==> src/rtl/ring_msg_sequencer_pkg.sv <==
`default_nettype none
// ============================================================================
// ring_msg_sequencer_pkg
//   Shared state encoding, size defaults and encoder character constants.
//   Revision: 1.0
// ============================================================================
package ring_msg_sequencer_pkg;

  localparam int RING_W_DEFAULT = 5;
  localparam int REP_W_DEFAULT  = 4;

  localparam logic [RING_W_DEFAULT-1:0] SEL_RESET = 5'b00001;

  // Characters produced by the pattern encoder for ring positions 0..4
  localparam logic [6:0] ASCII_J = 7'h4A;
  localparam logic [6:0] ASCII_A = 7'h61;
  localparam logic [6:0] ASCII_C = 7'h63;
  localparam logic [6:0] ASCII_O = 7'h6F;
  localparam logic [6:0] ASCII_B = 7'h62;

  typedef enum logic [1:0] {
    ST_IDLE    = 2'd0,
    ST_FETCH   = 2'd1,
    ST_PRESENT = 2'd2,
    ST_DONE    = 2'd3
  } state_e;

endpackage
`default_nettype wire

==> src/rtl/ring_msg_sequencer_ring_select.sv <==
`default_nettype none
// ============================================================================
// ring_msg_sequencer_ring_select
//   One-hot ring position register with load-to-bit-0 and rotate-left.
//   Revision: 1.0
// ============================================================================
module ring_msg_sequencer_ring_select #(
  parameter int RING_W = 5
) (
  input  logic              clk,
  input  logic              rst,
  input  logic              i_load,
  input  logic              i_rotate,
  output logic [RING_W-1:0] o_sel
);

  localparam logic [RING_W-1:0] SEL_INIT = {{(RING_W-1){1'b0}}, 1'b1};

  logic [RING_W-1:0] sel_q;
  logic [RING_W-1:0] sel_d;

  // Load wins over rotate so a wrap always lands on bit 0
  always_comb begin
    sel_d = sel_q;
    if (i_load) begin
      sel_d = SEL_INIT;
    end else if (i_rotate) begin
      sel_d = {sel_q[RING_W-2:0], sel_q[RING_W-1]};
    end
  end

  always_ff @(posedge clk) begin
    if (rst) begin
      sel_q <= SEL_INIT;
    end else begin
      sel_q <= sel_d;
    end
  end

  assign o_sel = sel_q;

endmodule
`default_nettype wire

==> src/rtl/ring_msg_sequencer.sv <==
`default_nettype none
// ============================================================================
// ring_msg_sequencer
//   Start/abort controlled ring sequencer streaming encoder chars over valid/ready.
//   Revision: 1.0
// ============================================================================
module ring_msg_sequencer
  import ring_msg_sequencer_pkg::*;
#(
  parameter int RING_W = RING_W_DEFAULT,
  parameter int REP_W  = REP_W_DEFAULT
) (
  input  logic              CLK,
  input  logic              RST,
  input  logic              start,
  input  logic              abort,
  input  logic [2:0]        len,
  input  logic [REP_W-1:0]  reps,
  output logic [RING_W-1:0] sel_out,
  input  logic [6:0]        ascii_in,
  output logic [6:0]        char_out,
  output logic              char_valid,
  input  logic              char_ready,
  output logic              busy,
  output logic              done
);

  localparam logic [2:0]        LEN_MAX = 3'(RING_W);
  localparam logic [RING_W-1:0] SEL_ONE = {{(RING_W-1){1'b0}}, 1'b1};

  state_e            state_q, state_d;
  logic [2:0]        len_q, len_d;
  logic [REP_W-1:0]  pass_q, pass_d;
  logic [6:0]        char_q, char_d;
  logic              valid_q, valid_d;

  logic              sel_load;
  logic              sel_rot;
  logic              handshake;
  logic              at_last;
  logic [2:0]        len_clamped;
  logic [RING_W-1:0] last_sel;

  assign len_clamped = ((len == 3'd0) || (len > LEN_MAX)) ? LEN_MAX : len;
  assign handshake   = valid_q & char_ready;
  // len_q is only consulted in PRESENT, where it is always 1..RING_W
  assign last_sel    = SEL_ONE << (len_q - 3'd1);
  assign at_last     = (sel_out == last_sel);

  always_comb begin
    state_d  = state_q;
    len_d    = len_q;
    pass_d   = pass_q;
    char_d   = char_q;
    valid_d  = valid_q;
    sel_load = 1'b0;
    sel_rot  = 1'b0;

    if (abort && (state_q != ST_IDLE)) begin
      state_d  = ST_IDLE;
      valid_d  = 1'b0;
      sel_load = 1'b1;
    end else begin
      case (state_q)
        ST_IDLE: begin
          if (start && !abort) begin
            len_d    = len_clamped;
            pass_d   = reps;
            sel_load = 1'b1;
            state_d  = (reps == '0) ? ST_DONE : ST_FETCH;
          end
        end
        ST_FETCH: begin
          char_d  = ascii_in;
          valid_d = 1'b1;
          state_d = ST_PRESENT;
        end
        ST_PRESENT: begin
          if (handshake) begin
            valid_d = 1'b0;
            if (!at_last) begin
              sel_rot = 1'b1;
              state_d = ST_FETCH;
            end else if (pass_q > REP_W'(1)) begin
              sel_load = 1'b1;
              pass_d   = pass_q - REP_W'(1);
              state_d  = ST_FETCH;
            end else begin
              sel_load = 1'b1;
              state_d  = ST_DONE;
            end
          end
        end
        ST_DONE: begin
          state_d = ST_IDLE;
        end
        default: begin
          state_d = ST_IDLE;
        end
      endcase
    end
  end

  always_ff @(posedge CLK) begin
    if (RST) begin
      state_q <= ST_IDLE;
      len_q   <= 3'd0;
      pass_q  <= '0;
      char_q  <= 7'd0;
      valid_q <= 1'b0;
    end else begin
      state_q <= state_d;
      len_q   <= len_d;
      pass_q  <= pass_d;
      char_q  <= char_d;
      valid_q <= valid_d;
    end
  end

  ring_msg_sequencer_ring_select #(
    .RING_W (RING_W)
  ) u_ring_select (
    .clk      (CLK),
    .rst      (RST),
    .i_load   (sel_load),
    .i_rotate (sel_rot),
    .o_sel    (sel_out)
  );

  assign char_out   = char_q;
  assign char_valid = valid_q;
  assign busy       = (state_q != ST_IDLE);
  assign done       = (state_q == ST_DONE);

endmodule
`default_nettype wire

==> config.mk <==
export PLATFORM = sky130hd
export DESIGN_NAME = ring_msg_sequencer
export DESIGN_NICKNAME = d
export VERILOG_FILES = /design/src/rtl/ring_msg_sequencer_pkg.sv /design/src/rtl/ring_msg_sequencer_ring_select.sv /design/src/rtl/ring_msg_sequencer.sv
export SDC_FILE = /design/constraint.sdc
export NUM_CORES = 1
export LEC_CHECK = 0
export ABC_AREA = 1
export BUFFER_PORTS_ARGS = -buffer_cell sky130_fd_sc_hd__buf_4
export CAP_MARGIN = 10
export CORE_UTILIZATION = 50
export DETAILED_ROUTE_END_ITERATION = 10
export PLACE_DENSITY = 0.77
export RECOVER_POWER = 50
export SLEW_MARGIN = 25
export SYNTH_ARGS = -nofsm -noshare
export SYNTH_HDL_FRONTEND = slang
export SYNTH_SLANG_ARGS = --single-unit
export TNS_END_PERCENT = 30
==> constraint.sdc <==
create_clock -name CLK -period 2.89 [get_ports CLK]
set_clock_uncertainty 0.05 [all_clocks]
set_input_delay 0.1445 -clock CLK [delete_from_list [all_inputs] [get_ports CLK]]
set_output_delay 0.1445 -clock CLK [all_outputs]
set_load 0.02 [all_outputs]
==> impl_metrics.json, run 1 <==
{
  "status": "finished clean",
  "reg2reg_from": "pass_q[0]$_SDFFE_PP0P_",
  "syn_area_sq_um": 1200,
  "arrival_ps": 1830,
  "num_vias": 1272,
  "cts_setup_buffers": 0,
  "grt_pass1_wl_microns": 4740,
  "wl_per_cell_microns": 11.4,
  "wl_microns": 2750,
  "whs_path_depth": 2,
  "grt_usage": 0.238,
  "cp-end-kind": "flip-flop",
  "numCtsBuffers": 3,
  "detail-route-antenna-nets": 0,
  "drt_iter0_drc": 38,
  "cts_hold_buf": 0,
  "grt_pass1_vias": 1169,
  "setup_tns_ps": 0,
  "rows": 17,
  "core_area_sq_um": 2230,
  "drtPass1Iterations": 4,
  "setup_violations": 0,
  "placed_cell_area_sq_um": 1470,
  "syn_inst": 178,
  "area_delta_synth_final_pct": 19.9,
  "yosysWarnings": 0,
  "p_total_mw": 0.604,
  "grt_max_degree": 12,
  "seqPwrFrac": 0.544,
  "gp_congestion": 0.791,
  "finalMaxSlewViolations": 0,
  "required_ps": 3050,
  "fillCellCount": 218,
  "hpwl_microns": 2170,
  "drive_gt1_frac": 0.197,
  "post-route-drc-count": 0,
  "final_nets": 236,
  "yosysTopAreaCell": "dfxtp_1",
  "power.density_nw_per_um2": 422,
  "reg2reg_to": "pass_q[3]$_SDFFE_PP0P_",
  "worstRegToRegCells": 8,
  "worst_slew_pin_slew_ps": 595,
  "hold_class": "input pin to flip-flop",
  "vdd_ir_drop_max_mv": 0.281,
  "leakagePower_nw": 0.617,
  "cts_tree": "built",
  "vias_per_cell": 5.28,
  "hold_path_startpoint": "RST",
  "power.internal_mw": 0.419,
  "yosys.cell_types.count": 26,
  "grt-ovfl-total": 0,
  "io_pins": 34,
  "seq_area_frac_synth": 0.368,
  "period_share": 0.576,
  "n_antenna_cell": 0,
  "die_area_sq_um": 2590,
  "clkLatencyLatePin_ps": 300,
  "post_cts_resized": 0,
  "synth.avg_cell_area_sq_um": 6.72,
  "r2r_setup_slack_ps": 1230,
  "final_cell_area_sq_um": 1430,
  "die_y_microns": 50.9,
  "slew_headroom": 0.602,
  "clk_pin_slew_ps": 120,
  "p_switching_mw": 0.186,
  "syn-num-nets": 199,
  "synthTopCellsByArea": "dfxtp_1, nand2_1, nand3_1, nor2_1, a21oi_1",
  "critPathMaxFanout": 8,
  "p_sw_frac": 0.307,
  "crit_path_start_kind": "flip-flop",
  "htreeDepth": 1,
  "clockBufferDepth": 2,
  "cts_sinks": 22,
  "hold_viol": 0,
  "min_period_ps": 1660,
  "cts-root-buf": "clkbuf_4",
  "portBuffers": 33,
  "hold_slack_ps": 13.2,
  "max_freq_mhz": 601,
  "antenna_found_initial": 0,
  "initial_core_util": 0.536,
  "ys_ff_latch": 22,
  "die_x_microns": 50.9,
  "crit_type": "flip-flop to flip-flop",
  "rsz0062_at_grt": "no",
  "clkPwrFrac": 0.236,
  "maxCapViolations": 0,
  "min_to": "char_out[0]$_SDFFE_PP0P_",
  "power_frac_comb": 0.220,
  "synth_top_cell_area_share": 0.368
}
[final cells by class]
cell class                 instances  area (sq um)  area share
tap                               28          35.0      0.0244
inverter                          22          82.6      0.0576
timing repair buffer              33           195       0.136
sequential                        22           440       0.307
multi-input combinational        133           658       0.459
clock buffer                       3          22.5      0.0157
[synth_stat cells]
library cell,count
nand2_1,40
dfxtp_1,22
nor2_1,21
nand3_1,19
a21oi_1,15
inv_1,12
o21ai_0,9
inv_2,8
nand2_2,6
nand4_1,3
nor2_2,3
a221oi_1,2
clkinv_1,2
ha_1,2
nand2_4,2
nor4_1,2
a21oi_2,1
a31oi_1,1
clkbuf_2,1
nand3b_1,1
nor2_4,1
nor3_1,1
nor3_2,1
o211ai_1,1
o21ai_2,1
or2_2,1
[critical path, stage by stage, from the launching register on]
cell and delay (ps):
dfxtp_1 400, inv_1 90, ha_1 230, o211ai_1 210, o21ai_0 120, nor2_1 200
nand2_4 100, nor2_1 110, nor2_1 50
[power groups by stage]
| stage | registers, mW | clock network [mW] | logic, mW |
|---|---|---|---|
| 2_1_floorplan | 0.339 | 0 | 0.0855 |
| 3_3_place_gp | 0.334 | 0 | 0.132 |
| 3_5_place_dp | 0.335 | 0 | 0.138 |
| 4_1_cts | 0.328 | 0.145 | 0.138 |
| 5_1_grt | 0.330 | 0.158 | 0.149 |
| 6_report | 0.329 | 0.143 | 0.133 |
[metrics by stage]
stage,util,std cells,setup WS [ps]
after detailed placement,0.660,238,1270
final,0.642,241,1230
after global routing,0.642,241,1060
after floorplan,-,178,1450
after global placement,0.660,238,1390
after CTS,0.670,241,1250
[registers in the layout, indices dropped and copies added (netlist names)]
signal,cells
u_ring_select.o_sel,5
char_valid,1
state_q,2
pass_q,4
len_q,3
char_out,7
[routing by layer]
metal / wire length, microns / global-route usage / up-vias
li1: - / - / 656
met1: 1250 / 0.295 / 568
met2: 1330 / 0.414 / 44
met3: 135 / 0.0357 / 4
met4: 28 / 0.0833 / 0
met5: 0 / 0 / -
[cell families (layout without fill, tap and decap cells)]
| logic type | after synthesis | count (layout) | synth area share |
|---|---|---|---|
| compound gates | 30 | 30 | 0.141 |
| fa+ha+maj | 2 | 2 | 0.0209 |
| buf+inv | 23 | 58 | 0.0732 |
| flops | 22 | 22 | 0.368 |
| simple gates | 101 | 101 | 0.396 |
[worst max-delay path by stage]
stage | depth (start not counted) | to | startpoint
2_1_floorplan | 8 | pass_q[0]$_SDFFE_PP0P_ | pass_q[0]$_SDFFE_PP0P_
3_3_place_gp | 5 | char_out[2]$_SDFFE_PP0P_ | state_q[0]$_SDFFE_PP0P_
3_5_place_dp | 8 | pass_q[3]$_SDFFE_PP0P_ | pass_q[0]$_SDFFE_PP0P_
4_1_cts | 9 | pass_q[1]$_SDFFE_PP0P_ | pass_q[0]$_SDFFE_PP0P_
5_1_grt | 9 | pass_q[1]$_SDFFE_PP0P_ | pass_q[0]$_SDFFE_PP0P_
6_report | 8 | pass_q[3]$_SDFFE_PP0P_ | pass_q[0]$_SDFFE_PP0P_
[layout by cell type, fill, tap and decap left out, types with 2 or more instances in the layout]
cell,synthesis,layout
nand2_1,40,42
nor3_1,1,2
buf_4,0,19
clkinv_1,2,3
o21ai_0,9,9
clkbuf_1,0,14
clkbuf_4,0,3
nand2_2,6,4
ha_1,2,2
dfxtp_1,22,22
inv_2,8,7
inv_1,12,12
nand4_1,3,3
nor4_1,2,2
nor2_2,3,3
a221oi_1,2,2
a21oi_1,15,15
nand2_4,2,2
nand3_1,19,19
nor2_1,21,21
Note: power is estimated with default switching activity, not from simulation.
==> run 2, diff against run 1 <==
==> constraint.sdc (replaced) <==
create_clock -name CLK -period 1.6 [get_ports CLK]
set_clock_uncertainty 0.05 [all_clocks]
set_input_delay 0.08 -clock CLK [delete_from_list [all_inputs] [get_ports CLK]]
set_output_delay 0.08 -clock CLK [all_outputs]
set_load 0.02 [all_outputs]
==> run 2 against run 1 <==
Net effect:
- die area is the same
- fmax grew 7.7%
- wire length grew 17%
- sequential share of layout area shrank 3.7 points
- combinational power grew 130%
- core utilization grew 9.3 points
- sequential power grew 81%
- register-to-register slack lost 1200 ps
- final cell count grew 5.8%
- critical path type unchanged
- critical endpoint is now pass_q[0]$_SDFFE_PP0P_
==> impl_metrics.json, run 2 (same netlist as run 1, synthesis figures left out) <==
{
  "status": "finished clean",
  "placed_cell_area_sq_um": 1480,
  "drive_gt1_frac": 0.300,
  "cts_sinks": 22,
  "clk_pin_slew_ps": 130,
  "min_period_ps": 1550,
  "htreeDepth": 1,
  "path_delay_family": "simple AND/OR/NAND/NOR gates",
  "die_y_microns": 50.9,
  "grt_pass1_vias": 1233,
  "setup_violations": 0,
  "r2r_setup_slack_ps": 50,
  "final_cell_area_sq_um": 1640,
  "drtPass1Iterations": 6,
  "crit_type": "flip-flop to flip-flop",
  "final_nets": 249,
  "n_antenna_cell": 0,
  "antenna_found_initial": 0,
  "fillCellCount": 184,
  "cts_tree": "built",
  "die_x_microns": 50.9,
  "drt_iter0_drc": 54,
  "core_area_sq_um": 2230,
  "finalNonFillerCells": 255,
  "hold_viol": 0,
  "io_pins": 34,
  "fin_ws_ps": 54.8,
  "grt-ovfl-total": 0,
  "hold_class": "input pin to flip-flop",
  "cts-root-buf": "clkbuf_4",
  "grt_pass1_wl_microns": 5030,
  "reg2reg_from": "pass_q[0]$_SDFFE_PP0P_",
  "crit_cells": 9,
  "setup_tns_ps": 0,
  "numCtsBuffers": 3,
  "grt_usage": 0.263,
  "largest_reg_flops": 7,
  "wl_microns": 3230,
  "num_vias": 1363,
  "slew_headroom": 0.771,
  "die_area_sq_um": 2590,
  "cp_num_buf_inv": 1,
  "path_cells": "inv_2 -> ha_4 -> o211ai_1 -> o21ai_1 -> nor2_2 -> nand2_4 -> nand2_2 -> nand2_2 -> nor2_2",
  "rows": 17,
  "critPathMaxFanout": 8,
  "post-route-drc-count": 0,
  "min_to": "len_q[0]$_SDFFE_PP0P_",
  "hpwl_microns": 2160,
  "leakagePower_nw": 0.695,
  "p_sw_frac": 0.310,
  "reg2reg_to": "pass_q[0]$_SDFFE_PP0P_",
  "portBuffers": 33,
  "power_frac_comb": 0.250,
  "final_cell_mix": "nand2_1, buf_4, nand3_1, dfxtp_1, nor2_1",
  "clockBufferDepth": 2,
  "gp_congestion": 0.809,
  "p_total_mw": 1.23,
  "arrival_ps": 1760,
  "worst_slew_pin_slew_ps": 340,
  "vdd_ir_drop_max_mv": 0.615,
  "rsz0062_at_grt": "yes",
  "vias_per_cell": 5.35,
  "required_ps": 1820,
  "dp_cells": 239,
  "seqPwrFrac": 0.486,
  "grt_max_degree": 13,
  "worstRegToRegCells": 9,
  "final_common_cell": "nand2_1",
  "whs_path_depth": 3,
  "initial_core_util": 0.536,
  "max_freq_mhz": 647,
  "max_stage_delay_ps": 380,
  "maxCapViolations": 0,
  "power.internal_mw": 0.848,
  "area_delta_synth_final_pct": 37.2,
  "finalMaxSlewViolations": 0,
  "wl_per_cell_microns": 12.7,
  "hold_path_startpoint": "len[0]",
  "crit_slowest_cell": "dfxtp_2",
  "detail-route-antenna-nets": 0,
  "cp-end-kind": "flip-flop",
  "clkLatencyLatePin_ps": 320,
  "period_share": 0.966,
  "power.density_nw_per_um2": 748,
  "clkPwrFrac": 0.264,
  "dpl_worst_slack_ps": -32.9,
  "crit_path_start_kind": "flip-flop",
  "p_switching_mw": 0.380
}
==> run 2: cell count changes in the layout (fill, tap and decap cells not counted), sizes merged <==
cell	before	now
dlygate4sd3	0	8
clkinv	3	2
buf	19	24
inv	19	20
clkbuf	17	18
==> run 2: worst max-delay path by stage <==
stage / slack, ps / to / startpoint
after floorplan: 160 / pass_q[0]$_SDFFE_PP0P_ / pass_q[0]$_SDFFE_PP0P_
after global placement: 110 / pass_q[2]$_SDFFE_PP0P_ / pass_q[0]$_SDFFE_PP0P_
after detailed placement: -30 / pass_q[2]$_SDFFE_PP0P_ / pass_q[0]$_SDFFE_PP0P_
after CTS: 1 / pass_q[1]$_SDFFE_PP0P_ / pass_q[0]$_SDFFE_PP0P_
after global routing: -50 / pass_q[0]$_SDFFE_PP0P_ / pass_q[0]$_SDFFE_PP0P_
final: 50 / pass_q[0]$_SDFFE_PP0P_ / pass_q[0]$_SDFFE_PP0P_
==> run 2: worst register-to-register path, stage by stage (launching register included) <==
cell and delay, ps:
dfxtp_2 380, inv_2 70, ha_4 160, o211ai_1 230, o21ai_1 130, nor2_2 150
nand2_4 110, nand2_2 80, nand2_2 50, nor2_2 90
==> run 2: routing by layer <==
metal,vias up,global-route usage,routed length (microns)
met5,-,0,0
met4,0,0.111,66
met3,6,0.0625,205
met2,54,0.487,1650
met1,620,0.281,1310
li1,683,-,-
==> run 2: cell type report <==
class                      instances  area, sq um  area share
tap                               28         35.0      0.0213
timing repair buffer              46          317       0.193
inverter                          22         85.1      0.0518
clock buffer                       4         36.3      0.0221
multi-input combinational        133          724       0.441
sequential                        22          444       0.271
==> run 2: per-stage QoR <==
step	hold slack [ps]	utilization
global route	38.3	0.735
global placement	274	0.663
finish	18.8	0.735
detailed placement	280	0.663
floorplan	197	-
CTS	18.2	0.717
==> run 2: timing repair <==
item | CTS | global route
endpoints found under the setup margin | 4 | 5
endpoints found under the hold margin | 9 | 0
resized for setup | 3 | 20
pin swaps | 3 | 9
buffers inserted | 0 | 4
hold buffers | 8 | 0
==> run 2: power groups by stage <==
stage | registers (mW) | clock network [mW] | logic [mW]
floorplan | 0.612 | 0 | 0.154
global placement | 0.604 | 0 | 0.240
detailed placement | 0.605 | 0 | 0.248
CTS | 0.594 | 0.327 | 0.266
global route | 0.601 | 0.351 | 0.338
finish | 0.597 | 0.324 | 0.307
